$ cat src/rtl/seq_cla_adder32_pkg.sv
// Shared definitions for the sequential nibble-CLA adder: state encoding and slice width.
package seq_cla_adder32_pkg;
  localparam logic [1:0] S_IDLE  = 2'd0;
  localparam logic [1:0] S_RUN   = 2'd1;
  localparam logic [1:0] S_DONE  = 2'd2;
  localparam int         SLICE_W = 4;

  typedef enum logic [1:0] {
    IDLE = S_IDLE,
    RUN  = S_RUN,
    DONE = S_DONE
  } state_e;

  // idx counter width; a one-slice unit still needs a 1-bit counter
  function automatic int idx_bits(input int n);
    return (n > 1) ? $clog2(n) : 1;
  endfunction
endpackage

$ cat src/rtl/seq_cla_adder32_if.sv
// Operand and result handshakes of the sequential adder, bundled as one interface.
interface seq_cla_adder32_if #(
  parameter int WIDTH = 32
) ();
  logic             in_valid;
  logic             in_ready;
  logic [WIDTH-1:0] a;
  logic [WIDTH-1:0] b;
  logic             sub;
  logic             out_valid;
  logic             out_ready;
  logic [WIDTH-1:0] sum;
  logic             cout;
  logic             ovf;
  logic             zero;
  logic             busy;

  modport master (
    output in_valid, a, b, sub, out_ready,
    input  in_ready, out_valid, sum, cout, ovf, zero, busy
  );

  modport slave (
    input  in_valid, a, b, sub, out_ready,
    output in_ready, out_valid, sum, cout, ovf, zero, busy
  );
endinterface

$ cat src/rtl/seq_cla_adder32_nibble_cla.sv
// 4-bit carry-lookahead cell with block propagate/generate for chaining slices.
module nibble_cla (
  input  logic [3:0] A,
  input  logic [3:0] B,
  input  logic       c_in,
  output logic [3:0] S,
  output logic       P_prop,
  output logic       G_prop
);
  logic [3:0] p, g, c;

  assign p = A ^ B;
  assign g = A & B;

  assign c[0] = c_in;
  assign c[1] = g[0] | (p[0] & c_in);
  assign c[2] = g[1] | (p[1] & g[0]) | (p[1] & p[0] & c_in);
  assign c[3] = g[2] | (p[2] & g[1]) | (p[2] & p[1] & g[0]) | (p[2] & p[1] & p[0] & c_in);

  assign S      = p ^ c;
  assign P_prop = &p;
  assign G_prop = g[3] | (p[3] & g[2]) | (p[3] & p[2] & g[1]) | (p[3] & p[2] & p[1] & g[0]);
endmodule

$ cat src/rtl/seq_cla_adder32.sv
// Multi-cycle add/subtract: one nibble CLA cell reused NSLICE times, carry rippled through a register.
module seq_cla_adder32
  import seq_cla_adder32_pkg::*;
#(
  parameter int WIDTH = 32
) (
  input  logic               clk,
  input  logic               rst,
  seq_cla_adder32_if.slave   io
);
  localparam int NSLICE = WIDTH / SLICE_W;
  localparam int IDX_W  = idx_bits(NSLICE);
  localparam logic [IDX_W-1:0] LAST = IDX_W'(NSLICE - 1);

  state_e             state;
  logic [IDX_W-1:0]   idx;
  logic               carry;
  logic [WIDTH-1:0]   a_r, b_r, sum_r, sum_nx;
  logic               cout_r, ovf_r, zero_r, out_valid_r;
  logic [SLICE_W-1:0] a_nib, b_nib, s_nib;
  logic               p_blk, g_blk, c_nx;

  assign a_nib = a_r[int'(idx)*SLICE_W +: SLICE_W];
  assign b_nib = b_r[int'(idx)*SLICE_W +: SLICE_W];

  nibble_cla u_cla (
    .A      (a_nib),
    .B      (b_nib),
    .c_in   (carry),
    .S      (s_nib),
    .P_prop (p_blk),
    .G_prop (g_blk)
  );

  assign c_nx = g_blk | (p_blk & carry);

  // full sum as it will look after this cycle's nibble lands; zero/ovf are taken from it
  always_comb begin
    sum_nx = sum_r;
    sum_nx[int'(idx)*SLICE_W +: SLICE_W] = s_nib;
  end

  always_ff @(posedge clk) begin
    if (rst) begin
      state       <= IDLE;
      idx         <= '0;
      carry       <= 1'b0;
      a_r         <= '0;
      b_r         <= '0;
      sum_r       <= '0;
      cout_r      <= 1'b0;
      ovf_r       <= 1'b0;
      zero_r      <= 1'b0;
      out_valid_r <= 1'b0;
    end else begin
      case (state)
        IDLE: if (io.in_valid) begin
          a_r   <= io.a;
          b_r   <= io.b ^ {WIDTH{io.sub}};
          carry <= io.sub;
          idx   <= '0;
          sum_r <= '0;
          state <= RUN;
        end
        RUN: begin
          sum_r <= sum_nx;
          carry <= c_nx;
          if (idx == LAST) begin
            cout_r <= c_nx;
            ovf_r  <= (a_r[WIDTH-1] == b_r[WIDTH-1]) & (sum_nx[WIDTH-1] != a_r[WIDTH-1]);
            zero_r <= (sum_nx == '0);
            state  <= DONE;
          end else begin
            idx <= idx + 1'b1;
          end
        end
        // result registers settle on entry; out_valid follows one cycle later
        DONE: begin
          if (!out_valid_r) begin
            out_valid_r <= 1'b1;
          end else if (io.out_ready) begin
            out_valid_r <= 1'b0;
            state       <= IDLE;
          end
        end
        default: state <= IDLE;
      endcase
    end
  end

  assign io.in_ready  = (state == IDLE);
  assign io.busy      = (state != IDLE);
  assign io.out_valid = out_valid_r;
  assign io.sum       = sum_r;
  assign io.cout      = cout_r;
  assign io.ovf       = ovf_r;
  assign io.zero      = zero_r;
endmodule
$ cat src/flat_wrapper.sv
// flat-port wrapper written by rule: the top's interface ports become plain ports
module seq_cla_adder32_flat import seq_cla_adder32_pkg::*;
#(
  parameter int WIDTH = 32
)
  (clk, rst, io_in_valid, io_a, io_b, io_sub, io_out_ready, io_in_ready, io_out_valid, io_sum, io_cout, io_ovf, io_zero, io_busy);
  seq_cla_adder32_if #(.WIDTH(WIDTH)) io_i ();
  input  logic clk;
  input  logic rst;
  input wire logic [$bits(io_i.in_valid)-1:0] io_in_valid;
  input wire logic [$bits(io_i.a)-1:0] io_a;
  input wire logic [$bits(io_i.b)-1:0] io_b;
  input wire logic [$bits(io_i.sub)-1:0] io_sub;
  input wire logic [$bits(io_i.out_ready)-1:0] io_out_ready;
  output wire logic [$bits(io_i.in_ready)-1:0] io_in_ready;
  output wire logic [$bits(io_i.out_valid)-1:0] io_out_valid;
  output wire logic [$bits(io_i.sum)-1:0] io_sum;
  output wire logic [$bits(io_i.cout)-1:0] io_cout;
  output wire logic [$bits(io_i.ovf)-1:0] io_ovf;
  output wire logic [$bits(io_i.zero)-1:0] io_zero;
  output wire logic [$bits(io_i.busy)-1:0] io_busy;
  assign io_i.in_valid = io_in_valid;
  assign io_i.a = io_a;
  assign io_i.b = io_b;
  assign io_i.sub = io_sub;
  assign io_i.out_ready = io_out_ready;
  assign io_in_ready = io_i.in_ready;
  assign io_out_valid = io_i.out_valid;
  assign io_sum = io_i.sum;
  assign io_cout = io_i.cout;
  assign io_ovf = io_i.ovf;
  assign io_zero = io_i.zero;
  assign io_busy = io_i.busy;
  seq_cla_adder32 #(.WIDTH(WIDTH)) u_core (.clk(clk), .rst(rst), .io(io_i));
endmodule
$ cat config.mk
export PLATFORM = sky130hd
export DESIGN_NAME = seq_cla_adder32_flat
export DESIGN_NICKNAME = d
export VERILOG_FILES = /design/src/rtl/seq_cla_adder32_pkg.sv /design/src/rtl/seq_cla_adder32_if.sv /design/src/rtl/seq_cla_adder32_nibble_cla.sv /design/src/rtl/seq_cla_adder32.sv /design/src/flat_wrapper.sv
export SDC_FILE = /design/constraint.sdc
export NUM_CORES = 1
export LEC_CHECK = 0
export CAP_MARGIN = 20
export CORE_MARGIN = 3
export CORE_UTILIZATION = 45
export CTS_CLUSTER_DIAMETER = 50
export DETAILED_ROUTE_END_ITERATION = 8
export GPL_TIMING_DRIVEN = 0
export PLACE_DENSITY = 0.78
export SLEW_MARGIN = 0
export SYNTH_ARGS = -nofsm -noshare
export SYNTH_HDL_FRONTEND = slang
export SYNTH_SLANG_ARGS = --single-unit
$ cat constraint.sdc
create_clock -name clk -period 4.38 [get_ports clk]
set_input_delay 0.876 -clock clk [delete_from_list [all_inputs] [get_ports clk]]
set_output_delay 0.876 -clock clk [all_outputs]
set_load 0.1 [all_outputs]
* Word-level counts from Yosys, hierarchy flattened
Index checks and enable logic that the tools add are counted.
** Operators by class
- Add/subtract/negate cells :: 2
- $mul :: 0
- Div/mod/pow operators :: 0
- Magnitude comparators :: 0
- Equal/unequal tests :: 10
- Shift operators :: 4
- Mux-type cells :: 15
- Bitwise operators :: 30
- Reductions and logical operators :: 10
** Operators with widths (count)
- $pmux W32 S2 :: 1
- $shiftx A32 B6 Y4 :: 2
- $neg A5 Y33 :: 1
- $shift A4 B33 Y32 const A :: 1
- $shiftx A4 B33 Y32 :: 1
- $bwmux W32 :: 1
- $logic_not A32 Y1 :: 1
- $mux W32 :: 1
- $xor A32 B32 Y32 :: 1
- $and A1 B1 Y1 :: 16
- $or A1 B1 Y1 :: 10
- $mux W2 :: 4
- $reduce_and A4 Y1 :: 2
- $xor A4 B4 Y4 :: 2
- $mux W3 :: 2
- $ne A2 B2 Y1 const B :: 3
- $pmux W2 S3 :: 1
- $pmux W3 S2 :: 1
- $reduce_and A2 Y1 :: 3
- $and A4 B4 Y4 :: 1
- $ne A2 B1 Y1 const B :: 2
- $reduce_bool A2 Y1 :: 2
- $add A3 B1 Y3 const B :: 1
- $eq A3 B3 Y1 const B :: 1
- 8 further kinds :: 10
** Storage, ports and cells
- Bits in registers :: 106
- Bits in latches :: 0
- Memory bits (writable) :: 0
- Memory bits (read-only) :: 0
- Input port bits :: 69
- Output and inout port bits :: 38
- Word-level logic and storage cells :: 81
- Memories kept :: 0

* Logic depth before layout (Yosys ltp)
Gate-level depths: netlist of run 1.
- Depth in word-level cells :: 11
- Gate-level depth with buffers :: 13
- Gate-level depth less buffers :: 10

* Cells and area by module
A second synthesis of run 1 with hierarchy kept.
** Second synthesis, totals
- Cell total of the unflattened synthesis :: 604
- Area, all modules :: 5173.7 µm²
** Modules (own cells, without submodules)
- seq_cla_adder32 :: times used 1, cells each 582, area an instance 4991.0 µm², seq. area each 2122.0 µm²
- nibble_cla :: times used 1, cells each 22, area an instance 182.7 µm², seq. area each 0.0 µm²

* Least setup slack after synthesis of run 1
No wires, ideal clock.
- Kind :: reg-to-output
- From :: register u_core.state[0]
- To :: output io_busy
- Data arrival time :: 2.608 ns
- Required time :: 3.504 ns
- Path slack :: 0.896 ns
- Stages on the path, launching flop included :: 3
- Path buffers :: 0
- Cells stage by stage :: dfxtp_1 > nor2_1 > inv_1
** Between the ends
- Longest elaborated chain between the ends :: 1
** RTL lines
- from (decl) :: RTL line seq_cla_adder32.sv:15 : state_e state;
- from (signal assigned) :: RTL line seq_cla_adder32.sv:45 : state <= IDLE;
- from (signal assigned) :: RTL line seq_cla_adder32.sv:63 : state <= RUN;
- from (signal assigned) :: RTL line seq_cla_adder32.sv:72 : state <= DONE;
- $reduce_bool A2 Y1 :: RTL line seq_cla_adder32.sv:92 : assign io.busy = (state != IDLE);
- to (decl) :: RTL line flat_wrapper.sv:21 : output wire logic [$bits(io_i.busy)-1:0] io_busy;
Every way passes these cells.

* Worst setup path after layout of run 1
- From :: register u_core.idx[0]
- To :: register u_core.zero_r, in the netlist u_core.io.zero
** Between the ends
- Longest elaborated chain between the ends :: 10
- Elaborated cells between the ends (all ways) :: 27
- Classes of those cells :: 1 x add/sub; 1 x eq/ne; 4 x shift; 1 x mux; 18 x bitwise; 2 x reduce/logical
** RTL lines
- from (decl) :: RTL line seq_cla_adder32.sv:16 : logic [IDX_W-1:0] idx;
- from (signal assigned) :: RTL line seq_cla_adder32.sv:74 : idx <= idx + 1'b1;
- $shiftx A32 B6 Y4 (on tied branches) :: RTL line seq_cla_adder32.sv:23, seq_cla_adder32.sv:24
- $xor A4 B4 Y4 or $and A4 B4 Y4 (tied branches) :: RTL line seq_cla_adder32_nibble_cla.sv:12, seq_cla_adder32_nibble_cla.sv:13
- $and A1 B1 Y1 :: RTL line seq_cla_adder32_nibble_cla.sv:18 : assign c[3] = g[2] | (p[2] & g[1]) | (p[2] & p[1] & g[0]) | (p[2] & p[1] & p[0] & c_in);
- $or A1 B1 Y1 or $and A1 B1 Y1 (tied branches) (2 in a row) :: RTL line seq_cla_adder32_nibble_cla.sv:18
- $or A1 B1 Y1 :: RTL line seq_cla_adder32_nibble_cla.sv:18
- $xor A4 B4 Y4 :: RTL line seq_cla_adder32_nibble_cla.sv:20 : assign S = p ^ c;
- $shiftx A4 B33 Y32 :: RTL line seq_cla_adder32.sv:40 : sum_nx[int'(idx)*SLICE_W +: SLICE_W] = s_nib;
- $bwmux W32 :: RTL line seq_cla_adder32.sv:40
- $logic_not A32 Y1 :: RTL line seq_cla_adder32.sv:71 : zero_r <= (sum_nx == '0);
- to (signal assigned) :: RTL line seq_cla_adder32.sv:71
- to (decl) :: RTL line seq_cla_adder32.sv:19 : logic cout_r, ovf_r, zero_r, out_valid_r;
Parallel ways exist; a longest one is shown, timed or not.
A chain may end at the register's enable or synchronous reset.

==> results of run 1 <==
-- state kept, by name, summed over array words and instances, names as in the netlist --
signal               flops
u_core.a_r              32
u_core.b_r              32
u_core.carry             1
u_core.idx               3
u_core.io.cout           1
u_core.io.out_valid      1
u_core.io.ovf            1
u_core.io.sum           32
u_core.io.zero           1
u_core.state             2
-- critical path: stages (launching register included) --
cell and delay, ns:
dfxtp_1 0.46, buf_4 0.28, buf_2 0.36, mux4_2 0.58, nand2_1 0.09, nand2_1 0.15, fa_1 0.48, xnor2_1 0.46
or4_1 0.20, o2111ai_1 0.12, a211o_1 0.27, nor4_1 0.29, a32o_1 0.17
-- cell usage in the layout, fill, tap and decap left out, drive strengths merged, types with 4 or more instances in the layout --
cell type      netlist  layout
o21ai               12      12
buf                 15      15
inv                  5       7
a32oi                7       7
a21oi               38      38
ha                   9       9
nor4                 4       4
mux4                16      16
xnor2               34      34
a211o                4       4
clkbuf              30      39
dfxtp              106     106
clkdlybuf4s50        0     104
a22oi               27      27
nor2                85      85
o22ai                4       4
a211oi              33      33
nor3                 9       9
nand2              101     101
-- layer usage --
layer	GRT usage [%]	routed length (um)
met1	29.1	6260
met5	0	0
met4	6.97	233
met2	36.3	6660
met3	3.34	744
-- logic make-up after synthesis --
logic type,Yosys count,share of synthesized area (%)
muxes,19,7.65
DFF,106,41.4
and+or+nand+nor,226,19.7
adders and majority gates,10,2.59
xor gates and xnor gates,36,6.16
AOI/OAI and AO/OA,137,18.1
buffers and inverters,51,4.32
-- how the worst max path moves through the flow --
stage,startpoint,to,slack (ns),depth (start not counted)
floorplan,u_core.state[0],io_busy,0.90,2
global placement,u_core.idx[0],u_core.io.sum[7],0.43,11
detailed placement,u_core.idx[0],u_core.io.sum[15],0.34,11
CTS,u_core.idx[0],u_core.io.sum[23],0.32,11
global route,u_core.idx[0],u_core.io.zero,0.04,12
finish,u_core.idx[0],u_core.io.zero,0.42,12
-- layout make-up --
cell class | instances | share of cell area (%)
Inverter | 6 | 0.338
Buffer | 45 | 2.99
Clock buffer | 9 | 3.38
Tap cell | 140 | 2.63
Multi-Input combinational cell | 428 | 41.8
Sequential cell | 106 | 31.9
Clock inverter | 7 | 1.33
Timing Repair Buffer | 104 | 15.6
-- power by group through the flow --
stage | sequential (mW) | combinational, mW | clock, mW
3_5_place_dp | 1.06 | 0.425 | 0
4_1_cts | 1.04 | 0.426 | 0.846
5_1_grt | 1.04 | 0.468 | 0.879
3_3_place_gp | 1.06 | 0.414 | 0
6_report | 1.04 | 0.429 | 0.847
2_1_floorplan | 1.06 | 0.270 | 0
-- timing repair --
item | in CTS | in global routing
setup endpoints to repair | 0 | 1
setup buffers | 0 | 0
resized for setup | 0 | 1
hold buffers | 0 | 0
==> flow_metrics.env, run 1 <==
export IMPL_outcome="finished, final reports clean"
export IMPL_seq_area_um2=2120
export IMPL_drt_first_pass_iters=5
export IMPL_hp_start="u_core.a_r[8]"
export IMPL_n_antenna_cell=0
export IMPL_final_hold_viol_count=0
export IMPL_switching_share_pct=28.6
export IMPL_synthMostInstantiatedCell="dfxtp_1"
export IMPL_cts_tree="built"
export IMPL_die_h_um=113
export IMPL_layout_setup_ws_ns=0.418
export IMPL_drt_wl_total_mm=13.9
export IMPL_r2r_end="u_core.io.zero"
export IMPL_cts_buffer_depth=2
export IMPL_rows=38
export IMPL_r2r_cells=12
export IMPL_fin_crit_sh_pct=90.4
export IMPL_drtAntennaViolNets=0
export IMPL_cp_max_fo=10
export IMPL_fin_crit_ns=3.96
export IMPL_worstMarginPinSlew_ns=0.975
export IMPL_vias_per_cell=5.60
export IMPL_hold_path_depth=2
export IMPL_fmax_mhz=252
export IMPL_dp_hpwl_mm=10.5
export IMPL_cts_root_buf="clkbuf_16"
export IMPL_start_util_pct=46.6
export IMPL_ys_ff_latch=106
export IMPL_preCtsSetupSlack_ns=0.343
export IMPL_regToRegSetupSlack_ns=0.42
export IMPL_p_sw_uw=661
export IMPL_critPathKind="flop to flop"
export IMPL_syn_instance_count=585
export IMPL_yosysUniqueCellTypes=52
export IMPL_yosys_warnings=0
export IMPL_numCtsBuffers=9
export IMPL_crit_path_end_kind="flop"
export IMPL_startpoint_type="flop"
export IMPL_gp_congestion=0.879
export IMPL_pwr_share_seq_pct=44.9
export IMPL_antenna_found_initial=0
export IMPL_clkTransAtPathRegs_ns=0.07
export IMPL_fp_coreArea_um2=11000
export IMPL_design_portCount=107
export IMPL_grt_use_total_pct=21.8
export IMPL_dpl_instance_area_um2=6340
export IMPL_fp_dieW_um=113
export IMPL_grt_max_degree=20
export IMPL_syn_nets=664
export IMPL_yosysTopAreaCell="dfxtp_1"
export IMPL_ys_async_sr_fraction_pct=0
export IMPL_drive_gt1_share_pct=6.95
export IMPL_critPathArrivalTime_ns=4.25
export IMPL_irDropWorstVdd_v=0.000194
export IMPL_setup_violations=0
export IMPL_h_tree_depth=3
export IMPL_post_route_util_pct=60.6
export IMPL_wl_per_cell_um=16.5
export IMPL_combinationalPowerShare_pct=18.5
export IMPL_drv_slew=0
export IMPL_p_int_mw=1.65
export IMPL_leakagePower_nw=2.38
export IMPL_worstPathRequired_ns=4.66
export IMPL_p_clk_share_pct=36.6
export IMPL_p_per_area_nw_per_um2=348
export IMPL_worstSkewPairLatency_ns=0.35
export IMPL_cts_sinks=106
export IMPL_synthFlopType="dfxtp_1"
export IMPL_finClkSkew_ns=0.00873
export IMPL_rsz0062_at_grt="no"
export IMPL_syn_avg_cell_area_um2=8.75
export IMPL_routed_via_count=4730
export IMPL_yosysSeqAreaShare_pct=41.4
export IMPL_rr_startpoint="u_core.idx[0]"
export IMPL_synth_area_um2=5120
export IMPL_report_power_total_mw=2.31
export IMPL_grt_pass1_wl_mm=22.7
export IMPL_hold_end="u_core.a_r[8]"
export IMPL_grt_remaining_overflow=0
export IMPL_holdWs_ns=0.458
export IMPL_synth_edf_count=0
export IMPL_layoutNonFillerInstCount=845
export IMPL_ys_top_cells_by_area="dfxtp_1, nand2_1, mux4_2, nor2_1, xnor2_1"
export IMPL_synthTopCellsByCount="dfxtp_1, nand2_1, nor2_1"
export IMPL_multi_input_area_um2=2780
export IMPL_grt_pass1_vias=4623
export IMPL_dpl_cell_count=829
export IMPL_io_buffers=104
export IMPL_die_area_um2=12700
export IMPL_hold_class="flop to flop"
export IMPL_drc=0
export IMPL_synth_top_area_share_pct=41.4
export IMPL_fin_area_um2=6660
export IMPL_fillers=957
export IMPL_relSlewSlack_pct=34.8
export IMPL_fin_nets=779
export IMPL_cap_violations=0
export IMPL_drt_iter0_drc=295
export IMPL_finalSetupTns_ns=0
export IMPL_syn_to_final_growth_pct=30.0
Power figures use the tool's default switching activity.
==> run 2, diff against run 1 <==
--- a/config.mk
+++ b/config.mk
@@ -11,6 +11,7 @@
 export CTS_CLUSTER_DIAMETER = 50
 export DETAILED_ROUTE_END_ITERATION = 8
 export GPL_TIMING_DRIVEN = 0
+export HOLD_SLACK_MARGIN = 0.03
 export PLACE_DENSITY = 0.78
 export SLEW_MARGIN = 0
 export SYNTH_ARGS = -nofsm -noshare
==> results of run 2 <==
Same layout as run 1: the final DEF is identical, and so are final timing and power.
